[config.mk]
export PLATFORM = sky130hd
export DESIGN_NAME = ifu_fetch
export DESIGN_NICKNAME = d
export VERILOG_FILES = /design/src/rtl/ifu_fetch.sv
export SDC_FILE = /design/constraint.sdc
export NUM_CORES = 1
export LEC_CHECK = 0
export ABC_AREA = 1
export ABC_CLOCK_PERIOD_IN_PS = 11650
export CELL_PAD_IN_SITES_DETAIL_PLACEMENT = 2
export CELL_PAD_IN_SITES_GLOBAL_PLACEMENT = 2
export CORE_MARGIN = 2
export CORE_UTILIZATION = 32
export CTS_CLUSTER_DIAMETER = 50
export DETAILED_ROUTE_END_ITERATION = 6
export PLACE_DENSITY_LB_ADDON = 0.12
export SLEW_MARGIN = 20
export SYNTH_ARGS = -nofsm -noshare
export SYNTH_HDL_FRONTEND = slang
export SYNTH_SLANG_ARGS = --single-unit
[constraint.sdc]
create_clock -name clk -period 11.65 [get_ports clk]
set_input_delay 2.33 -clock clk [delete_from_list [all_inputs] [get_ports clk]]
set_output_delay 2.33 -clock clk [all_outputs]
set_load 0.03 [all_outputs]
[src/rtl/ifu_fetch.sv]
// Instruction fetch unit: walks a fetch PC, issues one-outstanding doubleword reads,
// and buffers the selected 32-bit instruction with its PC in a small FIFO.
module ifu_fetch #(
  parameter logic [63:0] RESET_PC   = 64'h0000_0000_8000_0000,
  parameter int          FIFO_DEPTH = 2
) (
  input  logic        clk,
  input  logic        rst,
  input  logic        redirect_valid,
  input  logic [63:0] redirect_pc,
  output logic        mem_req,
  output logic [63:0] mem_addr,
  input  logic        mem_gnt,
  input  logic        mem_rvalid,
  input  logic [63:0] mem_rdata,
  output logic        inst_valid,
  output logic [31:0] inst,
  output logic [63:0] inst_pc,
  input  logic        inst_ready,
  output logic [1:0]  dbg_state
);

  localparam int PW = (FIFO_DEPTH > 1) ? $clog2(FIFO_DEPTH) : 1;
  localparam int CW = $clog2(FIFO_DEPTH + 1);

  typedef enum logic [1:0] {
    S_REQ  = 2'd0,
    S_WAIT = 2'd1,
    S_DROP = 2'd2
  } state_t;

  state_t        state_q, state_d;
  logic [63:0]   fetch_pc_q, fetch_pc_d;
  logic [63:0]   req_pc_q, req_pc_d;
  logic [PW-1:0] rd_ptr_q, wr_ptr_q;
  logic [CW-1:0] count_q;
  logic [63:0]   pc_mem_q   [FIFO_DEPTH];
  logic [31:0]   inst_mem_q [FIFO_DEPTH];

  logic gnt_fire, push, pop;
  logic [31:0] rsp_inst;

  // Handshakes: a request transfers on mem_req & mem_gnt; an instruction
  // leaves the buffer on inst_valid & inst_ready. A redirect kills both push and pop.
  assign gnt_fire = mem_req & mem_gnt;
  assign push     = (state_q == S_WAIT) & mem_rvalid & ~redirect_valid;
  assign pop      = inst_valid & inst_ready & ~redirect_valid;
  assign rsp_inst = req_pc_q[2] ? mem_rdata[63:32] : mem_rdata[31:0];

  always_ff @(posedge clk) begin
    if (rst) begin
      state_q    <= S_REQ;
      fetch_pc_q <= RESET_PC;
      req_pc_q   <= RESET_PC;
    end else begin
      state_q    <= state_d;
      fetch_pc_q <= fetch_pc_d;
      req_pc_q   <= req_pc_d;
    end
  end

  always_comb begin
    state_d    = state_q;
    fetch_pc_d = fetch_pc_q;
    req_pc_d   = req_pc_q;
    if (gnt_fire) req_pc_d = fetch_pc_q;
    if (push) fetch_pc_d = req_pc_q + 64'd4;
    if (redirect_valid) fetch_pc_d = redirect_pc & ~64'h3;
    case (state_q)
      S_REQ:   if (gnt_fire) state_d = redirect_valid ? S_DROP : S_WAIT;
      S_WAIT:  begin
        if (mem_rvalid)          state_d = S_REQ;
        else if (redirect_valid) state_d = S_DROP;
      end
      S_DROP:  if (mem_rvalid) state_d = S_REQ;
      default: state_d = S_REQ;
    endcase
  end

  always_comb begin
    mem_req   = (state_q == S_REQ) && (count_q < CW'(FIFO_DEPTH)) && !rst;
    mem_addr  = fetch_pc_q & ~64'h7;
    dbg_state = state_q;
  end

  always_ff @(posedge clk) begin
    if (rst || redirect_valid) begin
      rd_ptr_q <= '0;
      wr_ptr_q <= '0;
      count_q  <= '0;
    end else begin
      if (push) begin
        pc_mem_q[wr_ptr_q]   <= req_pc_q;
        inst_mem_q[wr_ptr_q] <= rsp_inst;
        wr_ptr_q             <= wr_ptr_q + PW'(1);
      end
      if (pop) rd_ptr_q <= rd_ptr_q + PW'(1);
      case ({push, pop})
        2'b10:   count_q <= count_q + CW'(1);
        2'b01:   count_q <= count_q - CW'(1);
        default: count_q <= count_q;
      endcase
    end
  end

  // Empty (or in-reset) buffer drives zeros so the core never sees stale data.
  always_comb begin
    inst_valid = (count_q != '0) && !rst;
    inst       = inst_valid ? inst_mem_q[rd_ptr_q] : 32'd0;
    inst_pc    = inst_valid ? pc_mem_q[rd_ptr_q] : 64'd0;
  end

endmodule
==> Implementation_results.wiki <==
{| class="wikitable"
! Metric !! Value
|-
| Site row count || 81
|-
| Number of warnings reported in the yosys synthesis log || 0
|-
| Headroom to the max-slew limit || 0.3176
|-
| WP buf/inv || 5
|-
| Distinct cell type count of the synthesized netlist || 35
|-
| Post-synthesis area per instance || 8.824 sq um
|-
| TritonCTS clock tree || built
|-
| IO Count || slightly below 300
|-
| Cell type contributing the most total cell area after synthesis || sky130_fd_sc_hd__edfxtp_1
|-
| Routed met1 length || ~26 mm
|-
| Net total in the final layout || approximately 2.2k
|-
| Wire length of the first global-routing pass || 86.54 mm
|-
| Clock insertion delay at the later pin of the skew report || between 0.5 and 0.6 ns
|-
| Max stage delay cell, worst path || sky130_fd_sc_hd__clkdlybuf4s50_1
|-
| Total iterations of the first detailed-routing run || 5
|-
| Top-area cell type share of the netlist area || 0.3632
|-
| Critical-path maximum fanout || slightly above 60
|-
| Diodes inserted || 0
|-
| Root buffer cell || sky130_fd_sc_hd__clkbuf_16
|-
| Iter 0 DRT Violations || 532
|-
| Type of origin of the critical path || primary input
|-
| Max Buffers Root-to-Sink || 3
|-
| Half-perimeter wire length after placement || about 43 mm
|-
| Seq/Total Area, Yosys || 0.5334
|-
| Pre-CTS worst setup slack || ~4.6 ns
|-
| Via/cell ratio || 4.840
|-
| Clock buffer count from CTS || between 40 and 50
|-
| DRC viols || 0
|-
| Gr usage total || 0.2235
|-
| Clock Sink Count || between 300 and 400
|-
| Proportion of layout cells with a drive suffix above 1 || 0.1161
|-
| Number of non-filler instances in the completed layout || around 2.7k
|-
| Data required, critical path || just over 9 ns
|-
| Core utilization of the finished layout || 0.4175
|-
| Endpoint class of the critical path || primary output
|-
| Number of setup buffers added after CTS || 0
|-
| Synth area leaders || sky130_fd_sc_hd__edfxtp_1 36%, sky130_fd_sc_hd__dfxtp_1 17%, sky130_fd_sc_hd__nand2_1 11%
|-
| Layout Area Growth over Synthesis || 28.74%
|-
| Count of flip-flops with a built-in enable after synthesis || approximately 190
|-
| Horizontal die dimension || approximately 230 um
|-
| Amount of wire on met2 after detailed routing || 27.98 mm
|-
| Starting density of the core || 0.3243
|-
| Cell family contributing the most delay on the critical path || buffers and inverters
|-
| Total vias in the final route || 13.14k
|-
| Crit Path Class || primary input to primary output
|-
| Flip-flop cell with the highest count after synthesis || sky130_fd_sc_hd__edfxtp_1
|-
| Power, Total || between 2 and 3 mW
|-
| Sum of overflow across all layers after global routing || 0
|-
| Clock transition at path regs || about 0.05 ns
|-
| Largest net degree at the start of global routing || 67
|-
| CP max stage delay || 0.73 ns
|-
| Initial antenna violation count || 4
|-
| Total detailed-routing wirelength || approximately 57 mm
|-
| Highest clock frequency the design can meet || around 0.14 GHz
|-
| Highest metal layer with signal wires || met5
|-
| Actual transition at the worst max-transition pin || around 1 ns
|-
| Fraction of the cycle the final worst path needs || 0.5960
|-
| Total power divided by cell area || between 100 and 150 nW/um^2
|-
| Hold buffers post-CTS || 0
|-
| Post-CTS resize count || 0
|-
| Commonest cells in the netlist || 467 x sky130_fd_sc_hd__nand2_1, 225 x sky130_fd_sc_hd__inv_1, 192 x sky130_fd_sc_hd__edfxtp_1
|-
| Worst Skew || 0.02017 ns
|-
| Arrival time of the worst setup path || ~4.6 ns
|-
| Crit path top cell by count || sky130_fd_sc_hd__buf_4
|-
| Leading cell type by number of instances after synthesis || sky130_fd_sc_hd__nand2_1
|-
| Final worst-path setup slack || 4.707 ns
|-
| Setup repair after global routing missed its margin || no
|-
| Post-synthesis cell count || between 1.5k and 2k
|-
| IO buf count || approximately 290
|-
| Static leakage power || roughly 8.0 nW
|-
| Met3 wire len || between 2 and 2.5 mm
|-
| Finish-stage setup viols || 0
|-
| Setup tns final || 0 ns
|-
| Number of violations of the max-capacitance limit || 0
|-
| Per-cell routed wire length || ~21 um
|-
| Core area || 48950 sq um
|-
| Maximum vdd ir drop || 0.06607 mV
|-
| Die Ht || about 230 um
|-
| Area of the die || just over 50000 sq um
|-
| Critical path cell sequence || buf_2 > nor2_4 > buf_4 > buf_4 > nand2_1 > inv_1 > clkdlybuf4s50_1
|-
| # placed instances || between 2k and 3k
|-
| Register bit total from synthesis || about 330
|-
| Final slew viol count || 0
|-
| Instance area at placement || 18970 sq um
|-
| Class of the worst hold path || flop to flop
|-
| Clock period minus final worst setup slack || a little under 7 ns
|-
| H-tree depth reported by CTS || 2
|-
| Synth async-reset ratio || 0
|-
| Via count of the first global-routing pass || between 10k and 15k
|-
| Summed area of non-filler cells in the final layout || 20440 sq um
|-
| Final hold slack || approximately 0.47 ns
|-
| Run status || completed
|-
| Antenna-violating nets left || 0
|-
| Placer congestion estimate || roughly 0.88
|-
| Final Hold Vio Count || 0
|-
| Mapped Area || roughly 16000 sq um
|}
==> cell type report <==
cell class	count	area (sq um)
Clock inverter	15	110.1
Sequential cell	327	8476
Inverter	232	870.8
Clock buffer	67	1351
Multi-Input combinational cell	1102	5773
Tap cell	664	830.8
Fill cell	5318	28510
Timing Repair Buffer	307	3025
==> cell usage in the layout (no fill, tap or decap), drive strengths merged <==
cell / Yosys / routed
o211ai: 2 / 2
edfxtp: 192 / 192
o21ai: 80 / 80
a31oi: 27 / 27
a22o: 35 / 35
clkinv: 1 / 10
ha: 2 / 2
a21oi: 112 / 112
xor2: 1 / 1
clkdlybuf4s50: 0 / 290
dfxtp: 135 / 135
clkbuf: 45 / 67
nand4: 15 / 15
nor3: 9 / 9
nand3: 104 / 104
and3: 1 / 1
inv: 231 / 237
o21bai: 1 / 1
conb: 1 / 3
mux2: 96 / 96
nor2: 134 / 134
buf: 95 / 17
or2: 2 / 2
nand2: 478 / 478
==> flip-flops by register name, summed over array words and instances (netlist names), named ones only <==
signal / cells
rd_ptr_q: 1
inst_mem_q: 64
fetch_pc_q: 64
count_q: 2
dbg_state: 2
req_pc_q: 64
wr_ptr_q: 1
pc_mem_q: 128
==> final timing paths <==
check	startpoint	end	slack (ns)	cells past startpoint
worst min-delay path	fetch_pc_q[0]	fetch_pc_q[0]	0.47	2
worst max-delay path	rst	inst_pc[14]	4.71	7
worst max register to register	req_pc_q[2]	fetch_pc_q[55]	8.86	7
worst min register to register	fetch_pc_q[0]	fetch_pc_q[0]	0.47	2
==> layer usage <==
metal | vias to the layer above | track usage
li1 | 6294 | -
met4 | 8 | 0.05539
met3 | 77 | 0.03382
met1 | 6508 | 0.2925
met5 | - | 0
met2 | 248 | 0.3858
==> worst reg2reg max path: stages, from the launching register on <==
cell	delay (ns)
sky130_fd_sc_hd__dfxtp_4	0.74
sky130_fd_sc_hd__inv_2	0.52
sky130_fd_sc_hd__nor2_4	0.36
sky130_fd_sc_hd__nand2_1	0.14
sky130_fd_sc_hd__nor3_1	0.52
sky130_fd_sc_hd__nand3_1	0.15
sky130_fd_sc_hd__nand3_1	0.15
sky130_fd_sc_hd__a21oi_1	0.08
==> kinds of logic after synthesis <==
| kind of cell | after synthesis | share of synthesized area |
|---|---|---|
| AO/OA/AOI/OAI | 257 | 0.09261 |
| XOR/XNOR | 1 | 0.0005518 |
| adder cells (fa/ha/maj) | 2 | 0.001576 |
| buffers and inverters | 372 | 0.1055 |
| flip-flops | 327 | 0.5334 |
| multiplexers | 96 | 0.06810 |
| other | 1 | 0.0002362 |
| AND/OR/NAND/NOR | 743 | 0.1981 |
==> power by group <==
group	total [mW]	internal, mW	switching, mW	leakage, nW
Combinational	0.219	0.0962	0.123	4.35
Clock	1.33	0.807	0.520	0.727
Sequential	1.30	1.26	0.0479	2.90
Total	2.85	2.16	0.691	7.97
Power figures use the tool's default switching activity.
